===== src/rtl/bram_sync_ctrl_if.sv =====
// SD sector handshake between the backup-RAM controller and hps_io.
// The controller is the master: it requests sectors, hps_io acknowledges
// them and streams the sector words through the buffer port.
interface bram_sync_ctrl_if;
  logic [31:0] sd_lba;
  logic        sd_rd;
  logic        sd_wr;
  logic        sd_ack;
  logic [7:0]  sd_buff_addr;
  logic        sd_buff_wr;

  modport master (
    output sd_lba, sd_rd, sd_wr,
    input  sd_ack, sd_buff_addr, sd_buff_wr
  );

  modport slave (
    input  sd_lba, sd_rd, sd_wr,
    output sd_ack, sd_buff_addr, sd_buff_wr
  );
endinterface


===== src/rtl/bram_sync_ctrl.sv =====
// Backup-RAM sync controller: moves the core's BRAM image to and from the
// mounted save file, one 512-byte sector at a time.
//
// state | meaning
// ------+------------------------------------------------------------
// IDLE  | waiting for auto-load, manual load/save or autosave trigger
// REQ   | sd_rd/sd_wr raised for sd_lba, waiting for sd_ack to rise
// XFER  | hps_io is moving the sector, waiting for sd_ack to fall
module bram_sync_ctrl #(
  parameter int unsigned SECTORS = 128,
  parameter int unsigned LBA_W   = 7,
  parameter logic [23:0] TIMEOUT = 24'd5000000
) (
  input  logic              clk_sys,
  input  logic              reset,
  input  logic              downloading,
  input  logic              img_mounted,
  input  logic              img_readonly,
  input  logic [63:0]       img_size,
  input  logic              osd_status,
  input  logic              autosave,
  input  logic              load_req,
  input  logic              save_req,
  input  logic              bram_change,
  bram_sync_ctrl_if.master  sd,
  output logic [LBA_W+7:0]  bram_a,
  output logic              bram_we,
  output logic              bk_ena,
  output logic              bk_loading,
  output logic              bk_busy,
  output logic              sav_pending,
  output logic              xfer_done,
  output logic              xfer_err
);

  typedef enum logic [1:0] {
    IDLE = 2'd0,
    REQ  = 2'd1,
    XFER = 2'd2
  } state_t;

  state_t           state_q, state_d;
  logic [LBA_W-1:0] lba_q, lba_d;
  logic             rd_q, rd_d;
  logic             wr_q, wr_d;
  logic             loading_q, loading_d;
  logic             busy_q, busy_d;
  logic             done_q, done_d;
  logic             err_q, err_d;
  logic [23:0]      tmo_q, tmo_d;

  logic load_req_d, save_req_d, sd_ack_d, downloading_d, auto_sv_d;
  logic auto_sv;
  logic start, is_load, save_start, load_done;

  logic load_rise, save_rise, ack_rise, ack_fall, dl_rise, dl_fall, auto_rise;
  logic autoload_trig, last_sector;

  assign auto_sv       = sav_pending & osd_status & autosave;
  assign load_rise     = load_req & ~load_req_d;
  assign save_rise     = save_req & ~save_req_d;
  assign ack_rise      = sd.sd_ack & ~sd_ack_d;
  assign ack_fall      = ~sd.sd_ack & sd_ack_d;
  assign dl_rise       = downloading & ~downloading_d;
  assign dl_fall       = ~downloading & downloading_d;
  assign auto_rise     = auto_sv & ~auto_sv_d;
  assign autoload_trig = dl_fall & (img_size != 64'd0);
  assign last_sector   = (lba_q == LBA_W'(SECTORS - 1));

  // Edge-detect history; tracked even while busy so held levels never fire late.
  always_ff @(posedge clk_sys) begin
    if (reset) begin
      load_req_d    <= 1'b0;
      save_req_d    <= 1'b0;
      sd_ack_d      <= 1'b0;
      downloading_d <= 1'b0;
      auto_sv_d     <= 1'b0;
    end else begin
      load_req_d    <= load_req;
      save_req_d    <= save_req;
      sd_ack_d      <= sd.sd_ack;
      downloading_d <= downloading;
      auto_sv_d     <= auto_sv;
    end
  end

  // Save file enable: a new ROM download invalidates it, a writable mount sets it.
  always_ff @(posedge clk_sys) begin
    if (reset) begin
      bk_ena <= 1'b0;
    end else if (downloading & img_mounted & ~img_readonly) begin
      bk_ena <= 1'b1;
    end else if (dl_rise) begin
      bk_ena <= 1'b0;
    end
  end

  // Dirty flag; a change racing a save start re-arms it so it is not lost.
  always_ff @(posedge clk_sys) begin
    if (reset) begin
      sav_pending <= 1'b0;
    end else if (bram_change & ~osd_status) begin
      sav_pending <= 1'b1;
    end else if (save_start | load_done) begin
      sav_pending <= 1'b0;
    end
  end

  // FSM state and transfer registers.
  always_ff @(posedge clk_sys) begin
    if (reset) begin
      state_q   <= IDLE;
      lba_q     <= '0;
      rd_q      <= 1'b0;
      wr_q      <= 1'b0;
      loading_q <= 1'b0;
      busy_q    <= 1'b0;
      done_q    <= 1'b0;
      err_q     <= 1'b0;
      tmo_q     <= '0;
    end else begin
      state_q   <= state_d;
      lba_q     <= lba_d;
      rd_q      <= rd_d;
      wr_q      <= wr_d;
      loading_q <= loading_d;
      busy_q    <= busy_d;
      done_q    <= done_d;
      err_q     <= err_d;
      tmo_q     <= tmo_d;
    end
  end

  // Next-state logic: trigger arbitration, ack handshake, timeout abort.
  always_comb begin
    state_d    = state_q;
    lba_d      = lba_q;
    rd_d       = rd_q;
    wr_d       = wr_q;
    loading_d  = loading_q;
    busy_d     = busy_q;
    done_d     = 1'b0;
    err_d      = err_q;
    tmo_d      = tmo_q;
    start      = 1'b0;
    is_load    = 1'b0;
    save_start = 1'b0;
    load_done  = 1'b0;

    case (state_q)
      IDLE: begin
        if (bk_ena) begin
          if (autoload_trig) begin
            start   = 1'b1;
            is_load = 1'b1;
          end else if (load_rise) begin
            start   = 1'b1;
            is_load = 1'b1;
          end else if (save_rise | auto_rise) begin
            start   = 1'b1;
            is_load = 1'b0;
          end
        end
        if (start) begin
          lba_d      = '0;
          loading_d  = is_load;
          rd_d       = is_load;
          wr_d       = ~is_load;
          busy_d     = 1'b1;
          err_d      = 1'b0;
          tmo_d      = '0;
          save_start = ~is_load;
          state_d    = REQ;
        end
      end

      REQ: begin
        if (ack_rise) begin
          rd_d    = 1'b0;
          wr_d    = 1'b0;
          state_d = XFER;
        end else if (tmo_q == TIMEOUT - 24'd1) begin
          rd_d      = 1'b0;
          wr_d      = 1'b0;
          loading_d = 1'b0;
          busy_d    = 1'b0;
          err_d     = 1'b1;
          state_d   = IDLE;
        end else begin
          tmo_d = tmo_q + 24'd1;
        end
      end

      XFER: begin
        // No timeout here: an acknowledged sector always completes.
        if (ack_fall) begin
          if (last_sector) begin
            loading_d = 1'b0;
            busy_d    = 1'b0;
            done_d    = 1'b1;
            load_done = loading_q;
            state_d   = IDLE;
          end else begin
            lba_d   = lba_q + LBA_W'(1);
            rd_d    = loading_q;
            wr_d    = ~loading_q;
            tmo_d   = '0;
            state_d = REQ;
          end
        end
      end

      default: state_d = IDLE;
    endcase
  end

  assign sd.sd_lba  = 32'(lba_q);
  assign sd.sd_rd   = rd_q;
  assign sd.sd_wr   = wr_q;
  assign bram_a     = {lba_q, sd.sd_buff_addr};
  assign bram_we    = sd.sd_buff_wr & sd.sd_ack & loading_q;
  assign bk_loading = loading_q;
  assign bk_busy    = busy_q;
  assign xfer_done  = done_q;
  assign xfer_err   = err_q;

endmodule


===== src/flat_wrapper.sv =====
// flat-port wrapper written by rule: the top's interface ports become plain ports
module bram_sync_ctrl_flat 
#(
  parameter int unsigned SECTORS = 128,
  parameter int unsigned LBA_W   = 7,
  parameter logic [23:0] TIMEOUT = 24'd5000000
)
  (clk_sys, reset, downloading, img_mounted, img_readonly, img_size, osd_status, autosave, load_req, save_req, bram_change, bram_a, bram_we, bk_ena, bk_loading, bk_busy, sav_pending, xfer_done, xfer_err, sd_sd_lba, sd_sd_rd, sd_sd_wr, sd_sd_ack, sd_sd_buff_addr, sd_sd_buff_wr);
  bram_sync_ctrl_if sd_i ();
  input  logic clk_sys;
  input  logic reset;
  input  logic downloading;
  input  logic img_mounted;
  input  logic img_readonly;
  input  logic [63:0] img_size;
  input  logic osd_status;
  input  logic autosave;
  input  logic load_req;
  input  logic save_req;
  input  logic bram_change;
  output logic [LBA_W+7:0] bram_a;
  output logic bram_we;
  output logic bk_ena;
  output logic bk_loading;
  output logic bk_busy;
  output logic sav_pending;
  output logic xfer_done;
  output logic xfer_err;
  output wire logic [$bits(sd_i.sd_lba)-1:0] sd_sd_lba;
  output wire logic [$bits(sd_i.sd_rd)-1:0] sd_sd_rd;
  output wire logic [$bits(sd_i.sd_wr)-1:0] sd_sd_wr;
  input wire logic [$bits(sd_i.sd_ack)-1:0] sd_sd_ack;
  input wire logic [$bits(sd_i.sd_buff_addr)-1:0] sd_sd_buff_addr;
  input wire logic [$bits(sd_i.sd_buff_wr)-1:0] sd_sd_buff_wr;
  assign sd_sd_lba = sd_i.sd_lba;
  assign sd_sd_rd = sd_i.sd_rd;
  assign sd_sd_wr = sd_i.sd_wr;
  assign sd_i.sd_ack = sd_sd_ack;
  assign sd_i.sd_buff_addr = sd_sd_buff_addr;
  assign sd_i.sd_buff_wr = sd_sd_buff_wr;
  bram_sync_ctrl #(.SECTORS(SECTORS), .LBA_W(LBA_W), .TIMEOUT(TIMEOUT)) u_core (.clk_sys(clk_sys), .reset(reset), .downloading(downloading), .img_mounted(img_mounted), .img_readonly(img_readonly), .img_size(img_size), .osd_status(osd_status), .autosave(autosave), .load_req(load_req), .save_req(save_req), .bram_change(bram_change), .sd(sd_i), .bram_a(bram_a), .bram_we(bram_we), .bk_ena(bk_ena), .bk_loading(bk_loading), .bk_busy(bk_busy), .sav_pending(sav_pending), .xfer_done(xfer_done), .xfer_err(xfer_err));
endmodule

===== config.mk =====
export PLATFORM = sky130hd
export DESIGN_NAME = bram_sync_ctrl_flat
export DESIGN_NICKNAME = d
export VERILOG_FILES = /design/src/rtl/bram_sync_ctrl_if.sv /design/src/rtl/bram_sync_ctrl.sv /design/src/flat_wrapper.sv
export SDC_FILE = /design/constraint.sdc
export NUM_CORES = 1
export LEC_CHECK = 0
export BUFFER_PORTS_ARGS = -buffer_cell sky130_fd_sc_hd__buf_4
export CORE_MARGIN = 8
export CORE_UTILIZATION = 25
export DETAILED_ROUTE_END_ITERATION = 8
export HOLD_SLACK_MARGIN = 0.05
export MAX_ROUTING_LAYER = met4
export PLACE_DENSITY_LB_ADDON = 0.08
export SYNTH_ARGS = -nofsm -noshare
export SYNTH_HDL_FRONTEND = slang
export SYNTH_SLANG_ARGS = --single-unit

===== constraint.sdc =====
create_clock -name clk_sys -period 5.28 [get_ports clk_sys]
set_clock_uncertainty 0.15 [all_clocks]
set_input_delay 1.056 -clock clk_sys [delete_from_list [all_inputs] [get_ports clk_sys]]
set_output_delay 1.056 -clock clk_sys [all_outputs]
set_load 0.05 [all_outputs]

==> metrics, run 1 <==
CP max-delay cell nor4_2; CTS Hold Bufs 0; core area 0.01241 mm²; leading register cell type out of synthesis dfxtp_1; Die H 128.0 µm; Hold Path Class register to register; diode count 0; flop2flop setup slack 2.20 ns; DRC errors left 0; Routed wire per std cell 17.19 µm; Yosys top cell area share 29.37%; worst endpoint required time 5.32 ns; H-tree Lvls 2; Sw Ratio 32.20%; Antenna Nets Post-Route 0; net switching power 0.2853 mW; ys async rst share 0%; Slew HR 29.19%; XOR/XNOR Fraction of Synth Area 0%; Post-CTS Setup Inserts 0; Worst-Margin Slew 1.054 ns; clock power share 35.4%; hold slack 0.3547 ns; largest stage delay on the critical path 0.67 ns; initial antenna violation count 0; largest net degree at the start of global routing 48; Yosys warnings 0; Final #Nets 560; most frequent cells in the layout buf_4 (101), dfxtp_1 (46), nand3_1 (30), nand2_1 (26), conb_1 (25); GRT Util Overall 13.51%; worst hold stages 1; I/O pins 140; max_cap viols 0; Hold Fails Final Rpt 0; Die Width 128.0 µm; CTS Sinks 46; total grt overflow 0; Pwr per Cell Area 225.1 mW/mm²; Fmax achieved 287.9 MHz; clock slew at reported path FFs 0.07 ns; combinational power share 24.1%; total wire length 11030 µm; post-synthesis mux area share 0%; Root Buffer clkbuf_16; Setup Viol. Count Final 0; unrepaired setup endpoints after global routing no; number of global-route vias before repair 3278; distinct cell type count after synthesis 62; Mapped Cells 399; crit path launch type primary input; Synth Area in Adders 2.394%; row count 41; CTS resizes 0; status finished, final reports clean; R2R depth 7; Max Slew Vio Count 0; Multi-input gate area 0.001853 mm²; commonest non-fill, non-tap cell in the layout buf_4; final-layout fill cell count 1363; Clock Latency Late Sink 0.29 ns; placed cells 635; clock buffer depth 2; compound-cell area share of the yosys netlist 22.71%; synthesized area per cell 7.858 µm²; Mapped Area 0.003136 mm²; final worst-path cycle share 65.79%; post-route insts no fill 642; Yosys top cell by area dfxtp_1; DR iter-0 viols 183; area share of and/or/nand/nor cells after synthesis 31.01%; post-synthesis sequential area ratio 29.37%; Worst Path Max Fanout 15; Tmin final 3.474 ns; TritonCTS Buffers 5; global-route wire length before repair 17440 µm; Leak 1.451 nW; Vias 3324; number of enable flip-flop cells after synthesis 0; DIE AREA 0.01638 mm²; part of the power in registers 40.5%; main combinational cell family by area after synthesis simple AND/OR/NAND/NOR gates; First-pass DRT Iterations 4; I/O Buffers 98; via/cell ratio 5.178; CP Cell Sequence buf_4 -> nor4_1 -> nand4_1 -> nor4_2 -> a211o_1 -> nor3_1 -> a41o_1; final worst-path setup slack 1.806 ns; Setup crit end kind register; FF+latch area 920.9 µm²; setup tns final 0 ns; Max VDD drop 0.1102 mV; hpwl dp 8180 µm; crit path kind primary input to register; P&R area growth vs syn 25.54%; synth top area cells dfxtp_1 (29%), buf_4 (10%), nand3_1 (4.8%), nor4_1 (4.6%), nand4_1 (3.8%); share of cells above drive strength 1 25.53%; synthesis-stage register bit count 46; Critical Path AT 3.51 ns; CTS tree built; Starting Density 25.26%; DP Worst Slack 1.473 ns; gpl congestion 0.7804; internal power 0.6009 mW
-- final timing paths --
| path | startpoint | to |
|---|---|---|
| worst min register to register | u_core.xfer_err | u_core.xfer_err |
| worst min-delay path | u_core.xfer_err | u_core.xfer_err |
| worst max-delay path | img_size[0] | u_core.tmo_q[17] |
| worst max register to register | u_core.tmo_q[0] | u_core.tmo_q[17] |
-- power by group through the flow --
stage               Clock (mW)  Combinational, mW  Sequential (mW)
finish                   0.313              0.214            0.359
floorplan                    0              0.150            0.380
global route             0.335              0.230            0.360
CTS                      0.321              0.213            0.359
global placement             0              0.212            0.367
detailed placement           0              0.212            0.367
-- layer usage --
metal,wire (µm),track usage (%)
met1,5070,17.32
met2,4941,20.60
met3,913,3.369
met4,108,3.776
met5,0,-
-- worst max-delay path, delay by kind of cell --
family                 cells  cell delay (ns)
AND/OR/NAND/NOR            4             1.49
AO/OA/AOI/OAI              2             0.85
buffers and inverters      1             0.11
-- sequential cells by signal, summed over array words and instances, names as in the netlist --
register	cells
u_core.auto_sv_d	1
u_core.bk_busy	1
u_core.bk_ena	1
u_core.bk_loading	1
u_core.downloading_d	1
u_core.lba_q	7
u_core.load_req_d	1
u_core.sav_pending	1
u_core.save_req_d	1
u_core.sd.sd_rd	1
u_core.sd.sd_wr	1
u_core.sd_ack_d	1
u_core.state_q	2
u_core.tmo_q	24
u_core.xfer_done	1
u_core.xfer_err	1
-- metrics by stage --
step	total power, mW	utilization (%)	area (µm²)
floorplan	0.5303	-	3226
global placement	0.5790	30.64	3804
detailed placement	0.5792	30.64	3804
CTS	0.8933	31.71	3936
global route	0.9261	31.71	3936
finish	0.8862	31.71	3936
-- synth_stat cells (4+ instances only) --
cell type  number
nor2_1         16
nor3_1         13
o21ai_0        21
a31oi_1        10
nand3_1        30
dfxtp_1        46
nand4_1        19
nand2_1        26
and3_1          8
nand2b_1        4
a21oi_1        13
ha_1            6
a32o_1          4
a311oi_1        5
nor2b_1         7
nand3b_1        5
inv_1          14
nor4_1         23
buf_4          42
o311ai_0        5
clkbuf_1       15
a211oi_1        5
-- area by class of cell --
type	instances	area share, %
tap	172	5.467
sequential	46	23.39
timing repair buffer	101	19.26
multi-input combinational	301	47.08
inverter	15	1.430
clock buffer	7	3.369
-- logic make-up after synthesis --
kind of cell / count (synthesis)
AOI/OAI and AO/OA: 98
adders and majority gates: 6
buffers and inverters: 76
DFF: 46
other: 1
and+or+nand+nor: 172
(Power assumes the default switching activity.)
==> inputs of run 2 (changes only) <==
- clock period: 5.28 -> 3.3 ns (I/O delays scaled with it)
==> run 2 against run 1 <==
Compared with the run above:
- wire length shrank 1.0%
- register-to-register slack lost 1.8 ns
- worst setup slack lost 1.4 ns
- final cell count grew 1.4%
- critical endpoint unchanged
- highest routed layer unchanged
==> metrics, run 2 (synthesized netlist as in run 1, its figures left out) <==
placed cells 643; Worst Path Max Fanout 22; Vias 3281; largest stage delay on the critical path 0.58 ns; DP Worst Slack 0.2451 ns; number of global-route vias before repair 3381; WP buf/inv 0; internal power 0.9898 mW; initial antenna violation count 0; CP max-delay cell or4_4; post-route insts no fill 651; setup tns final 0 ns; worst endpoint required time 3.39 ns; Starting Density 25.26%; crit path launch type register; via/cell ratio 5.040; combinational power share 24.0%; largest reg by FF count u_core.tmo_q; clock slew at reported path FFs 0.07 ns; Hold Path Class register to register; clock buffer depth 2; Critical Path AT 2.96 ns; Die Width 128.0 µm; TritonCTS Buffers 5; CTS Hold Bufs 0; Die H 128.0 µm; Sw Ratio 31.70%; Post-CTS Setup Inserts 0; global-route wire length before repair 17870 µm; crit path kind register to register; hpwl dp 8299 µm; DR iter-0 viols 260; Setup crit end kind register; Hold Fails Final Rpt 0; gpl congestion 0.7928; largest net degree at the start of global routing 48; core area 0.01241 mm²; H-tree Lvls 2; Max Slew Vio Count 0; net switching power 0.4593 mW; Tmin final 2.872 ns; total wire length 10920 µm; commonest non-fill, non-tap cell in the layout buf_4; Finished Cell Area 0.004011 mm²; CP Cell Sequence ha_1 -> nand3_2 -> or4_4 -> or2_4 -> o21a_1 -> a311oi_1 -> a41o_1; Worst-Margin Slew 0.8920 ns; CTS tree built; Leak 1.502 nW; Largest register FFs 24; unrepaired setup endpoints after global routing no; most frequent cells in the layout buf_4 (109), dfxtp_1 (46), nand3_1 (30), nand2_1 (26), conb_1 (25); final worst-path cycle share 87.04%; diode count 0; Top Registers u_core.tmo_q x24, u_core.lba_q x7, u_core.state_q x2; DIE AREA 0.01638 mm²; Max VDD drop 0.1599 mV; share of cells above drive strength 1 27.14%; Root Buffer clkbuf_16; status finished, final reports clean; hold slack 0.3593 ns; Fmax achieved 348.2 MHz; First-pass DRT Iterations 4; Pwr per Cell Area 361.3 mW/mm²; row count 41; final core utilization 32.31%; delay-heaviest family, CP simple AND/OR/NAND/NOR gates; part of the power in registers 39.8%; Setup Viol. Count Final 0; total grt overflow 0; Antenna Nets Post-Route 0; Clock Latency Late Sink 0.29 ns; I/O Buffers 98; final worst-path setup slack 0.4278 ns; GRT Util Overall 13.92%; total power draw 1.449 mW; Slew HR 40.53%; Routed wire per std cell 16.77 µm; clock power share 36.2%; P&R area growth vs syn 27.93%; CTS Sinks 46; I/O pins 140; DRC errors left 0; Post-DP Area 0.003864 mm²; max_cap viols 0; Final #Nets 568; CTS resizes 0
run 2: changes by cell type in the layout (fill, tap and decap cells not counted):
| cell | previous run | this run |
|---|---|---|
| buf_4 | 101 | 109 |
| clkbuf_8 | 0 | 1 |
| clkinv_2 | 0 | 1 |
| clkbuf_1 | 2 | 1 |
run 2: final cells by class:
cell class / count / area, µm²
clock buffers: 7 / 142.6
clock inverters: 1 / 5.005
fillers: 1351 / 8403
inverters: 15 / 56.30
multi-input cells: 301 / 1853
flip-flops and latches: 46 / 920.9
well taps: 172 / 215.2
repair buffers: 109 / 818.3
run 2: tightest hold or removal path, stage by stage, from the launching register on:
cell     delay [ns]
dfxtp_1        0.33
o21ai_0        0.08
a21oi_1        0.06
run 2: power by group through the flow:
stage	sequential, mW	clock (mW)	combinational [mW]
2_1_floorplan	0.608	0	0.240
3_3_place_gp	0.588	0	0.347
3_5_place_dp	0.589	0	0.348
4_1_cts	0.576	0.540	0.349
5_1_grt	0.577	0.564	0.380
6_report	0.576	0.525	0.348
run 2: final timing paths:
path                   start               end  slack [ns]  cells after the start
max          u_core.tmo_q[0]  u_core.tmo_q[17]        0.43                      7
min          u_core.tmo_q[1]   u_core.tmo_q[1]        0.36                      2
max reg2reg  u_core.tmo_q[0]  u_core.tmo_q[17]        0.43                      7
min reg2reg  u_core.tmo_q[1]   u_core.tmo_q[1]        0.36                      2
run 2: metal layers:
metal	global-route usage (%)	routed length [µm]
met1	16.84	5032
met4	3.497	115
met2	22.00	4930
met3	4.409	842
met5	-	0
